`src/rtl/demo_cnt_pkg.sv`:
```
// Shared definitions for the demo counter bank: channel state encodings,
// localbus register offsets and CTRL/STATUS field positions.
package demo_cnt_pkg;

  typedef enum logic [1:0] {
    ST_RESET = 2'd0,
    ST_PAUSE = 2'd1,
    ST_COUNT = 2'd2,
    ST_DONE  = 2'd3
  } ch_state_e;

  localparam logic [3:0] ADDR_CTRL       = 4'h0;
  localparam logic [3:0] ADDR_CMD        = 4'h1;
  localparam logic [3:0] ADDR_STATUS     = 4'h2;
  localparam logic [3:0] ADDR_COUNT_BASE = 4'h8;

  localparam int CTRL_RUN_BIT    = 0;
  localparam int CTRL_SEL_LSB    = 8;
  localparam int CTRL_SEL_BITS   = 3;
  localparam int CTRL_STOP_LSB   = 16;
  localparam int STATUS_DONE_LSB = 16;
  localparam int MAX_CH          = 8;

  // Word address of the COUNT register belonging to channel ch.
  function automatic logic [3:0] count_addr(input int ch);
    return ADDR_COUNT_BASE + 4'(ch);
  endfunction

endpackage

```
`src/rtl/demo_debounce.sv`:
```
// Two-flop synchronizer followed by a stability counter: the output only
// follows the synchronized input after it has differed for 2^DEB_BITS cycles.
module demo_debounce #(
  parameter int DEB_BITS = 16
) (
  input  logic clk,
  input  logic rst_n,
  input  logic din,
  output logic dout
);

  logic                sync1_q, sync1_d;
  logic                sync2_q, sync2_d;
  logic                db_q, db_d;
  logic [DEB_BITS-1:0] cnt_q, cnt_d;

  always_comb begin
    sync1_d = din;
    sync2_d = sync1_q;
    db_d    = db_q;
    cnt_d   = '0;
    // Any cycle where the input agrees with the output restarts the count.
    if (sync2_q != db_q) begin
      if (&cnt_q) begin
        db_d = sync2_q;
      end else begin
        cnt_d = cnt_q + DEB_BITS'(1);
      end
    end
  end

  always_ff @(posedge clk or negedge rst_n) begin
    if (!rst_n) begin
      sync1_q <= 1'b0;
      sync2_q <= 1'b0;
      db_q    <= 1'b0;
      cnt_q   <= '0;
    end else begin
      sync1_q <= sync1_d;
      sync2_q <= sync2_d;
      db_q    <= db_d;
      cnt_q   <= cnt_d;
    end
  end

  assign dout = db_q;

endmodule

```
`src/rtl/demo_cnt_bank.sv`:
```
// Bank of NUM_CH independent up-counters with debounced clear/pause buttons,
// a localbus register interface, an LED view of one channel and debug events.
module demo_cnt_bank
  import demo_cnt_pkg::*;
#(
  parameter int NUM_CH   = 4,
  parameter int CNT_BITS = 32,
  parameter int DEB_BITS = 16
) (
  input  logic                  clk_lb,
  input  logic                  reset_n,
  input  logic [NUM_CH-1:0]     btn_clr,
  input  logic [NUM_CH-1:0]     btn_pause,
  input  logic                  lb_cs,
  input  logic                  lb_wr,
  input  logic                  lb_rd,
  input  logic [3:0]            lb_addr,
  input  logic [31:0]           lb_wr_d,
  output logic [31:0]           lb_rd_d,
  output logic                  lb_rd_rdy,
  output logic [7:0]            led,
  output logic [4*NUM_CH-1:0]   sump_events
);

  // ---------------------------------------------------------------- buttons
  logic [NUM_CH-1:0] clr_db;
  logic [NUM_CH-1:0] pause_db;

  for (genvar gi = 0; gi < NUM_CH; gi++) begin : g_deb
    demo_debounce #(.DEB_BITS(DEB_BITS)) u_clr_deb (
      .clk   (clk_lb),
      .rst_n (reset_n),
      .din   (btn_clr[gi]),
      .dout  (clr_db[gi])
    );
    demo_debounce #(.DEB_BITS(DEB_BITS)) u_pause_deb (
      .clk   (clk_lb),
      .rst_n (reset_n),
      .din   (btn_pause[gi]),
      .dout  (pause_db[gi])
    );
  end

  // ---------------------------------------------------------------- bus decode
  logic              wr_en;
  logic              rd_en;
  logic              ctrl_wr;
  logic [NUM_CH-1:0] load_en;
  logic [NUM_CH-1:0] cmd_clr;

  assign wr_en   = lb_cs & lb_wr;
  assign rd_en   = lb_cs & lb_rd;
  assign ctrl_wr = wr_en && (lb_addr == ADDR_CTRL);

  always_comb begin
    load_en = '0;
    cmd_clr = '0;
    for (int i = 0; i < NUM_CH; i++) begin
      load_en[i] = wr_en && (lb_addr == count_addr(i));
      cmd_clr[i] = wr_en && (lb_addr == ADDR_CMD) && lb_wr_d[i];
    end
  end

  // ---------------------------------------------------------------- CTRL
  logic                     run_q, run_d;
  logic [CTRL_SEL_BITS-1:0] sel_q, sel_d;
  logic [MAX_CH-1:0]        stop_q, stop_d;

  always_comb begin
    run_d  = run_q;
    sel_d  = sel_q;
    stop_d = stop_q;
    if (ctrl_wr) begin
      run_d  = lb_wr_d[CTRL_RUN_BIT];
      sel_d  = lb_wr_d[CTRL_SEL_LSB +: CTRL_SEL_BITS];
      stop_d = lb_wr_d[CTRL_STOP_LSB +: MAX_CH];
    end
  end

  // ---------------------------------------------------------------- channels
  ch_state_e         state_q [NUM_CH];
  ch_state_e         state_d [NUM_CH];
  logic [CNT_BITS-1:0] count_q [NUM_CH];
  logic [CNT_BITS-1:0] count_d [NUM_CH];
  logic [NUM_CH-1:0] clr_req;
  logic [NUM_CH-1:0] pause_req;
  logic [NUM_CH-1:0] tc;
  logic              started_q, started_d;

  assign clr_req   = clr_db | cmd_clr;
  assign pause_req = pause_db | {NUM_CH{~run_q}};
  // Channels sit in RESET for the first edge after reset release.
  assign started_d = 1'b1;

  always_comb begin
    tc = '0;
    for (int i = 0; i < NUM_CH; i++) begin
      count_d[i] = count_q[i];
      state_d[i] = state_q[i];
      if (clr_req[i]) begin
        count_d[i] = '0;
        state_d[i] = ST_RESET;
      end else if (load_en[i]) begin
        count_d[i] = lb_wr_d[CNT_BITS-1:0];
        state_d[i] = pause_req[i] ? ST_PAUSE : ST_COUNT;
      end else begin
        case (state_q[i])
          ST_RESET: begin
            if (started_q) begin
              state_d[i] = pause_req[i] ? ST_PAUSE : ST_COUNT;
            end
          end
          ST_DONE: begin
            tc[i] = 1'b1;
          end
          default: begin
            if (pause_req[i]) begin
              state_d[i] = ST_PAUSE;
            end else if (&count_q[i]) begin
              tc[i] = 1'b1;
              if (stop_q[i]) begin
                state_d[i] = ST_DONE;
              end else begin
                count_d[i] = '0;
                state_d[i] = ST_COUNT;
              end
            end else begin
              count_d[i] = count_q[i] + CNT_BITS'(1);
              state_d[i] = ST_COUNT;
            end
          end
        endcase
      end
    end
  end

  // ---------------------------------------------------------------- outputs
  logic [7:0]          led_q, led_d;
  logic [4*NUM_CH-1:0] sump_q, sump_d;
  logic [31:0]         rd_data_q, rd_data_d;
  logic                rd_rdy_q, rd_rdy_d;

  always_comb begin
    led_d  = '0;
    sump_d = '0;
    for (int i = 0; i < NUM_CH; i++) begin
      if (sel_q == CTRL_SEL_BITS'(i)) begin
        led_d = count_q[i][CNT_BITS-1 -: 8];
      end
      sump_d[4*i +: 4] = {tc[i], pause_db[i], state_q[i]};
    end
  end

  // Read data is forced to zero outside the single valid cycle.
  always_comb begin
    rd_rdy_d  = rd_en;
    rd_data_d = '0;
    if (rd_en) begin
      case (lb_addr)
        ADDR_CTRL: begin
          rd_data_d[CTRL_RUN_BIT]                    = run_q;
          rd_data_d[CTRL_SEL_LSB +: CTRL_SEL_BITS]   = sel_q;
          rd_data_d[CTRL_STOP_LSB +: MAX_CH]         = stop_q;
        end
        ADDR_STATUS: begin
          for (int i = 0; i < NUM_CH; i++) begin
            rd_data_d[2*i +: 2]             = state_q[i];
            rd_data_d[STATUS_DONE_LSB + i]  = (state_q[i] == ST_DONE);
          end
        end
        default: begin
          for (int i = 0; i < NUM_CH; i++) begin
            if (lb_addr == count_addr(i)) begin
              rd_data_d = 32'(count_q[i]);
            end
          end
        end
      endcase
    end
  end

  // ---------------------------------------------------------------- registers
  always_ff @(posedge clk_lb or negedge reset_n) begin
    if (!reset_n) begin
      run_q     <= 1'b1;
      sel_q     <= '0;
      stop_q    <= '0;
      started_q <= 1'b0;
      for (int i = 0; i < NUM_CH; i++) begin
        state_q[i] <= ST_RESET;
        count_q[i] <= '0;
      end
      led_q     <= '0;
      sump_q    <= '0;
      rd_data_q <= '0;
      rd_rdy_q  <= 1'b0;
    end else begin
      run_q     <= run_d;
      sel_q     <= sel_d;
      stop_q    <= stop_d;
      started_q <= started_d;
      for (int i = 0; i < NUM_CH; i++) begin
        state_q[i] <= state_d[i];
        count_q[i] <= count_d[i];
      end
      led_q     <= led_d;
      sump_q    <= sump_d;
      rd_data_q <= rd_data_d;
      rd_rdy_q  <= rd_rdy_d;
    end
  end

  assign led         = led_q;
  assign sump_events = sump_q;
  assign lb_rd_d     = rd_data_q;
  assign lb_rd_rdy   = rd_rdy_q;

endmodule
```
`config.mk`:
```
export PLATFORM = sky130hd
export DESIGN_NAME = demo_cnt_bank
export DESIGN_NICKNAME = d
export VERILOG_FILES = /design/src/rtl/demo_cnt_pkg.sv /design/src/rtl/demo_debounce.sv /design/src/rtl/demo_cnt_bank.sv
export SDC_FILE = /design/constraint.sdc
export NUM_CORES = 1
export LEC_CHECK = 0
export CAP_MARGIN = 20
export CORE_UTILIZATION = 47
export DETAILED_ROUTE_END_ITERATION = 6
export PLACE_DENSITY_LB_ADDON = 0.3
export SLEW_MARGIN = 20
export SYNTH_ARGS = -nofsm -noshare
export SYNTH_HDL_FRONTEND = slang
export SYNTH_HIERARCHICAL = 1
export SYNTH_SLANG_ARGS = --single-unit
```
`constraint.sdc`:
```
create_clock -name clk_lb -period 4.2 [get_ports clk_lb]
set_input_delay 1.26 -clock clk_lb [delete_from_list [all_inputs] [get_ports clk_lb]]
set_output_delay 1.26 -clock clk_lb [all_outputs]
set_load 0.005 [all_outputs]
```
Word-level counts from Yosys, hierarchy flattened
Index checks and enable logic that the tools add are counted.

storage, ports and cells
  logic and storage cells = 263
  input port bits = 49
  register bits = 358
  output and inout bits = 57

operators by class
  add/subtract/negate cells = 12
  equality and inequality tests = 41
  reductions and logical operators = 49
  mux-type cells = 108
  bitwise gates (word level) = 5

operator list
  cell                                                             number
  32-bit two-way mux                                               29
  16-bit two-way mux                                               16
  17-bit AND reduction                                             8
  16-bit by 1-bit adder with 16-bit output, second input constant  8
  32-bit by 1-bit adder with 32-bit output, second input constant  4
  16-bit AND reduction                                             8
  32-bit AND reduction                                             4
  2-bit two-way mux                                                24
  8-bit two-way mux                                                5
  4-bit != test, second input constant                             8
  3-bit != test, second input constant                             8
  1-bit two-way mux                                                20
  4-bit equality test, second input constant                       4
  2-bit one-hot mux with 2 select lines                            4
  4-bit one-hot mux with 2 select lines                            2
  7-bit one-hot mux with 2 select lines                            1
  3-bit by 1-bit != test with 1-bit output, second input constant  4
  3-bit AND reduction                                              4
  1-bit logical AND                                                10
  1-bit one-hot mux with 2 select lines                            5
  2-bit OR reduction                                               5
  2-bit equality test, second input constant                       4
  2-bit zero test                                                  4
  1-bit != test                                                    8
  other kinds (12)                                                 18

Logic depth before layout (Yosys ltp)
  depth in word-level cells = 7
  depth in mapped cells = 10
  depth with buffers taken out = 7

Hierarchy
The synthesis kept the hierarchy.

by module, submodules not included
  module                                  area an instance (um2)  instances  cells each  sequential area each (um2)
  demo_cnt_bank                           12829.8                 1          1448        5156.2
  demo_debounce (g_deb[0].u_clr_deb ...)  877.1                   7          83          475.5
  demo_debounce (g_deb[3].u_pause_deb)    879.6                   1          86          475.5

Least setup slack after synthesis
No wires, ideal clock.

  path kind = input to register
  from = in lb_addr[0]
  to = reg rd_data_q[15] (netlist: lb_rd_d[15])
  data arrival time = 2867 ps
  data required time = 4068 ps
  buffers on the path = 3
  library setup time = 132 ps
  setup slack = 1201 ps
  cell stages on the path = 6
  path through = buf_2 buf_1 buf_1 mux2_2 a222oi_1 nor2_1

on the way
  longest elaborated chain between the ends = 7
  elaborated cells between the ends (all ways) = 13
  classes of those cells = 5 x eq/ne; 6 x mux; 2 x reduce/logical

RTL lines
  item                              line                  source
  start: declaration                demo_cnt_bank.sv:17   input logic [3:0] lb_addr,
  4-bit equality test               demo_cnt_bank.sv:173  if (lb_addr == count_addr(i)) begin
  32-bit two-way mux (4 in series)  demo_cnt_bank.sv:173
  5-bit two-way mux *               demo_cnt_bank.sv:159  case (lb_addr)
  32-bit two-way mux *              demo_cnt_bank.sv:158  if (rd_en) begin
  net rd_data_d[15]                 demo_cnt_bank.sv:140  logic [31:0] rd_data_q, rd_data_d;
  end signal: assignment            demo_cnt_bank.sv:208  rd_data_q <= rd_data_d;
  end: declaration                  demo_cnt_bank.sv:140

Mark *: on every way through the listed nets, which the timed path passes. The rest lies on a longest branch.
A chain may end at the register's enable or synchronous reset.

Worst setup path after layout
  from = in lb_addr[1]
  to = reg count_q[84] (netlist name)

on the way
  longest elaborated chain between the ends = 6
  elaborated cells between the ends (all ways) = 12
  classes of those cells = 5 x eq/ne; 2 x mux; 1 x bitwise; 4 x reduce/logical

RTL lines
  item                                                   line                  source
  4-bit by 1-bit equality test with 1-bit output         demo_cnt_bank.sv:60   cmd_clr[i] = wr_en && (lb_addr == ADDR_CMD) && lb_wr_d[i];
  1-bit logical AND (2 in series)                        demo_cnt_bank.sv:60
  4-bit OR                                               demo_cnt_bank.sv:90   assign clr_req = clr_db | cmd_clr;
  4-bit != test (no line), or another cell as far along  -
  3-bit AND reduction (no line)                          -
  end signal: indexed assignment                         demo_cnt_bank.sv:204  count_q[i] <= count_d[i];
  end: declaration                                       demo_cnt_bank.sv:83   logic [CNT_BITS-1:0] count_q [NUM_CH];

Several ways; a longest one is shown, not always the timed one.

==> metrics <==
status complete, but fails checks; failing checks DRC; CTS tree done; share of post-route cells with drive strength above 1 between 10% and 20%; NumNets Final between 2k and 2.5k; main flop type after synthesis dfrtp_1; Clock transition at path regs about 60 ps; Seq/Total Area, Yosys 45.1%; vias per inst approximately 6.5; Power Total 11100 uW; CP Max Fanout 8; pin count of the biggest net entering global routing 79; Cell Pwr Density approximately 480 mW/mm2; Setup WS pre-CTS just under 300 ps; adder-cell share of the synthesized area ~1.3%; Max Slew Vio Count 0; Slew Limit Headroom about two fifths; TritonCTS Buffers just over 40; # clock sinks ~360; wire length per cell roughly 25 um; Slew @ Worst Pin between 800 and 900 ps; main combinational cell family by area after synthesis simple AND/OR/NAND/NOR gates; Comb power frac a little over a fifth; R2R depth 7; Final TNS setup 0 ps; sw power between 3000 and 4000 uW; Final Cell Area 0.0230 mm2; Final Skew between 30 and 40 ps; drt total wl slightly below 70000 um; row count 74; GRT Residual Overflow 0; Worst VDD drop roughly 0.30 mV; Antenna Nets Post-Route 0; Unique masters post-synth 95; FFs w/ async S/R, synth 100%; Post-Synthesis Cells 2115; setup bufs post-CTS 0; PortBufs 105; critical setup path kind input pin to flop; Critical Path AT between 3000 and 4000 ps; TritonRoute pass-1 iters 7; RSZ-0062 raised after global routing no; total track usage a little under a third; internal power about 7300 uW; H-tree levels 2; r2r endpoint count_q[105]; Min Clock Period, post-route between 3000 and 4000 ps; hold_ws 330 ps; number of enable flip-flop cells after synthesis 0; multi-input combinational cell area ~0.010 mm2; DRC 5; synthesis-stage register bit count 358; max-cap violation count 0; DP HPWL around 50000 um; Hold Path Sink g_deb[2].u_pause_deb/sync2_q; die height slightly above 200 um; Die X-Extent around 210 um; Ports approximately 110; reg2reg start count_q[96]; endpoints failing setup 0; Worst setup SP type input pin; gpl congestion between 1 and 1.5; class of the worst hold path flop to flop; switch share between 30% and 40%; Iter 0 DRT Violations 2346; starting density of the core 48.2%; hold_buf cts 0; mapped cell area a little under 0.02 mm2; first-pass GRT wire length 104000 um; Syn Area/Cell 9.38 um2; Worst EP required approximately 4700 ps; via count roughly 18k; complex-gate fraction of the synthesized area 15.0%; mux contribution to synthesized area between 4 and 5%; Synth warnings 6; clk root buf clkbuf_16; Area Overhead vs Synth 15.9%; Clk network pwr share between 30% and 40%; syn nets around 2.2k; post-route setup slack around 800 ps; initial antenna violation count 5; simple-gate share of the synthesized area between 20% and 30%; vias in the first global route between 15k and 20k; Final Hold Fails 0; Hold Path Depth 0; clock buffer depth 3; Seq pwr share between 40% and 50%; crit path capture type flop; register area around 0.0090 mm2; fillers between 3k and 4k; final worst path period share between 80% and 90%; Pleak around 0.0092 uW; Placed Area around 0.022 mm2; FMAX 0.294 GHz; XOR/XNOR Fraction of Synth Area approximately 6.4%; r2r setup slk around 1100 ps; min-delay src g_deb[2].u_pause_deb/sync1_q; die area 0.0431 mm2; core region area approximately 0.041 mm2; Post-CTS Resized 0; Skew-Pair Late Insertion Delay roughly 580 ps
-- power by group through the flow --
stage          combinational (uW)  clock [uW]  sequential [uW]
5_1_grt                      2610        3970             4940
3_5_place_dp                 2330           0             4920
2_1_floorplan                1560           0             4470
6_report                     2410        3790             4920
4_1_cts                      2350        3850             4860
3_3_place_gp                 2300           0             4910
-- synthesized netlist by cell type, types with 11 or more instances --
cell type	count	area, um2
dfrtp_1	357	8930
nor2_1	220	826
nand2_1	150	563
nand3_1	136	681
a21oi_1	131	656
o21ai_0	123	616
xnor2_1	82	718
nand4_1	81	507
nor3_1	68	340
xor2_1	64	561
inv_1	63	236
clkbuf_1	54	203
nor4_1	54	338
mux2_2	45	507
and3_1	41	257
buf_2	29	145
a222oi_1	27	270
o22ai_1	23	144
or3_1	22	138
ha_1	20	250
nor2b_1	20	125
and4_1	17	149
and2_1	13	81.3
o31ai_1	13	97.6
o211ai_1	12	90.1
o31a_1	12	105
mux2i_1	11	110
-- how the worst max path moves through the flow --
stage          slack [ps]        from  cells past startpoint          end
2_1_floorplan        1200  lb_addr[0]                      6  lb_rd_d[15]
3_3_place_gp          320  lb_addr[1]                      7  count_q[84]
3_5_place_dp          290  lb_addr[2]                      7  count_q[26]
4_1_cts               870  lb_addr[1]                      7  count_q[84]
5_1_grt               720  lb_addr[1]                      8  count_q[76]
6_report              790  lb_addr[1]                      7  count_q[84]
-- critical path, cell delays in order --
cell	delay [ps]
clkdlybuf4s50_1	770
and3b_1	400
a41oi_2	470
nand3_1	270
or4_1	530
o21ai_0	80
a221o_1	130
-- metrics by stage --
stage                     util, %  std cells
final                        55.8       2781
after global routing         55.8       2777
after CTS                    55.8       2777
after detailed placement     52.4       2704
after global placement       52.4       2704
after floorplan                 -       2115
-- kinds of logic after synthesis --
group                      Yosys count
adders and majority gates           20
buffers and inverters              163
other                                1
DFF                                358
xor gates and xnor gates           146
muxes                               64
AOI/OAI and AO/OA                  455
and+or+nand+nor                    908
-- layout by cell type, fill, tap and decap left out, types with 27 or more instances in the layout --
master,n
a21oi_1,131
a222oi_1,27
and3_1,41
buf_4,48
clkbuf_16,43
clkdlybuf4s50_1,103
dfrtp_1,357
inv_1,63
mux2_2,45
nand2_1,150
nand3_1,136
nand4_1,81
nor2_1,219
nor3_1,66
nor4_1,54
o21ai_0,123
xnor2_1,82
xor2_1,64
-- sequential cells by signal, summed over array words and instances (netlist names), 8 cells and up --
register / cells
stop_q: 8
g_deb.u_pause_deb/cnt_q: 64
lb_rd_d: 32
sump_events: 16
g_deb.u_clr_deb/cnt_q: 64
led: 8
state_q: 8
count_q: 128
-- routing by layer --
layer	track usage, %	share of wire (%)	up-vias
met1	42.6	40	8789
met2	47.2	43	999
met4	20.4	6.6	4
li1	-	-	8029
met5	0	0.038	-
met3	5.70	10	243
-- area by class of cell --
type                       count  share of cell area [%]
clock buffer                  52                    5.08
tap                          532                    2.89
multi-input combinational   1594                    44.4
clock inverter                21                    1.08
timing repair buffer         157                    6.48
inverter                      63                    1.03
antenna                        4                  0.0435
sequential                   358                    38.9
No activity file was read; power rests on OpenSTA's default activity.
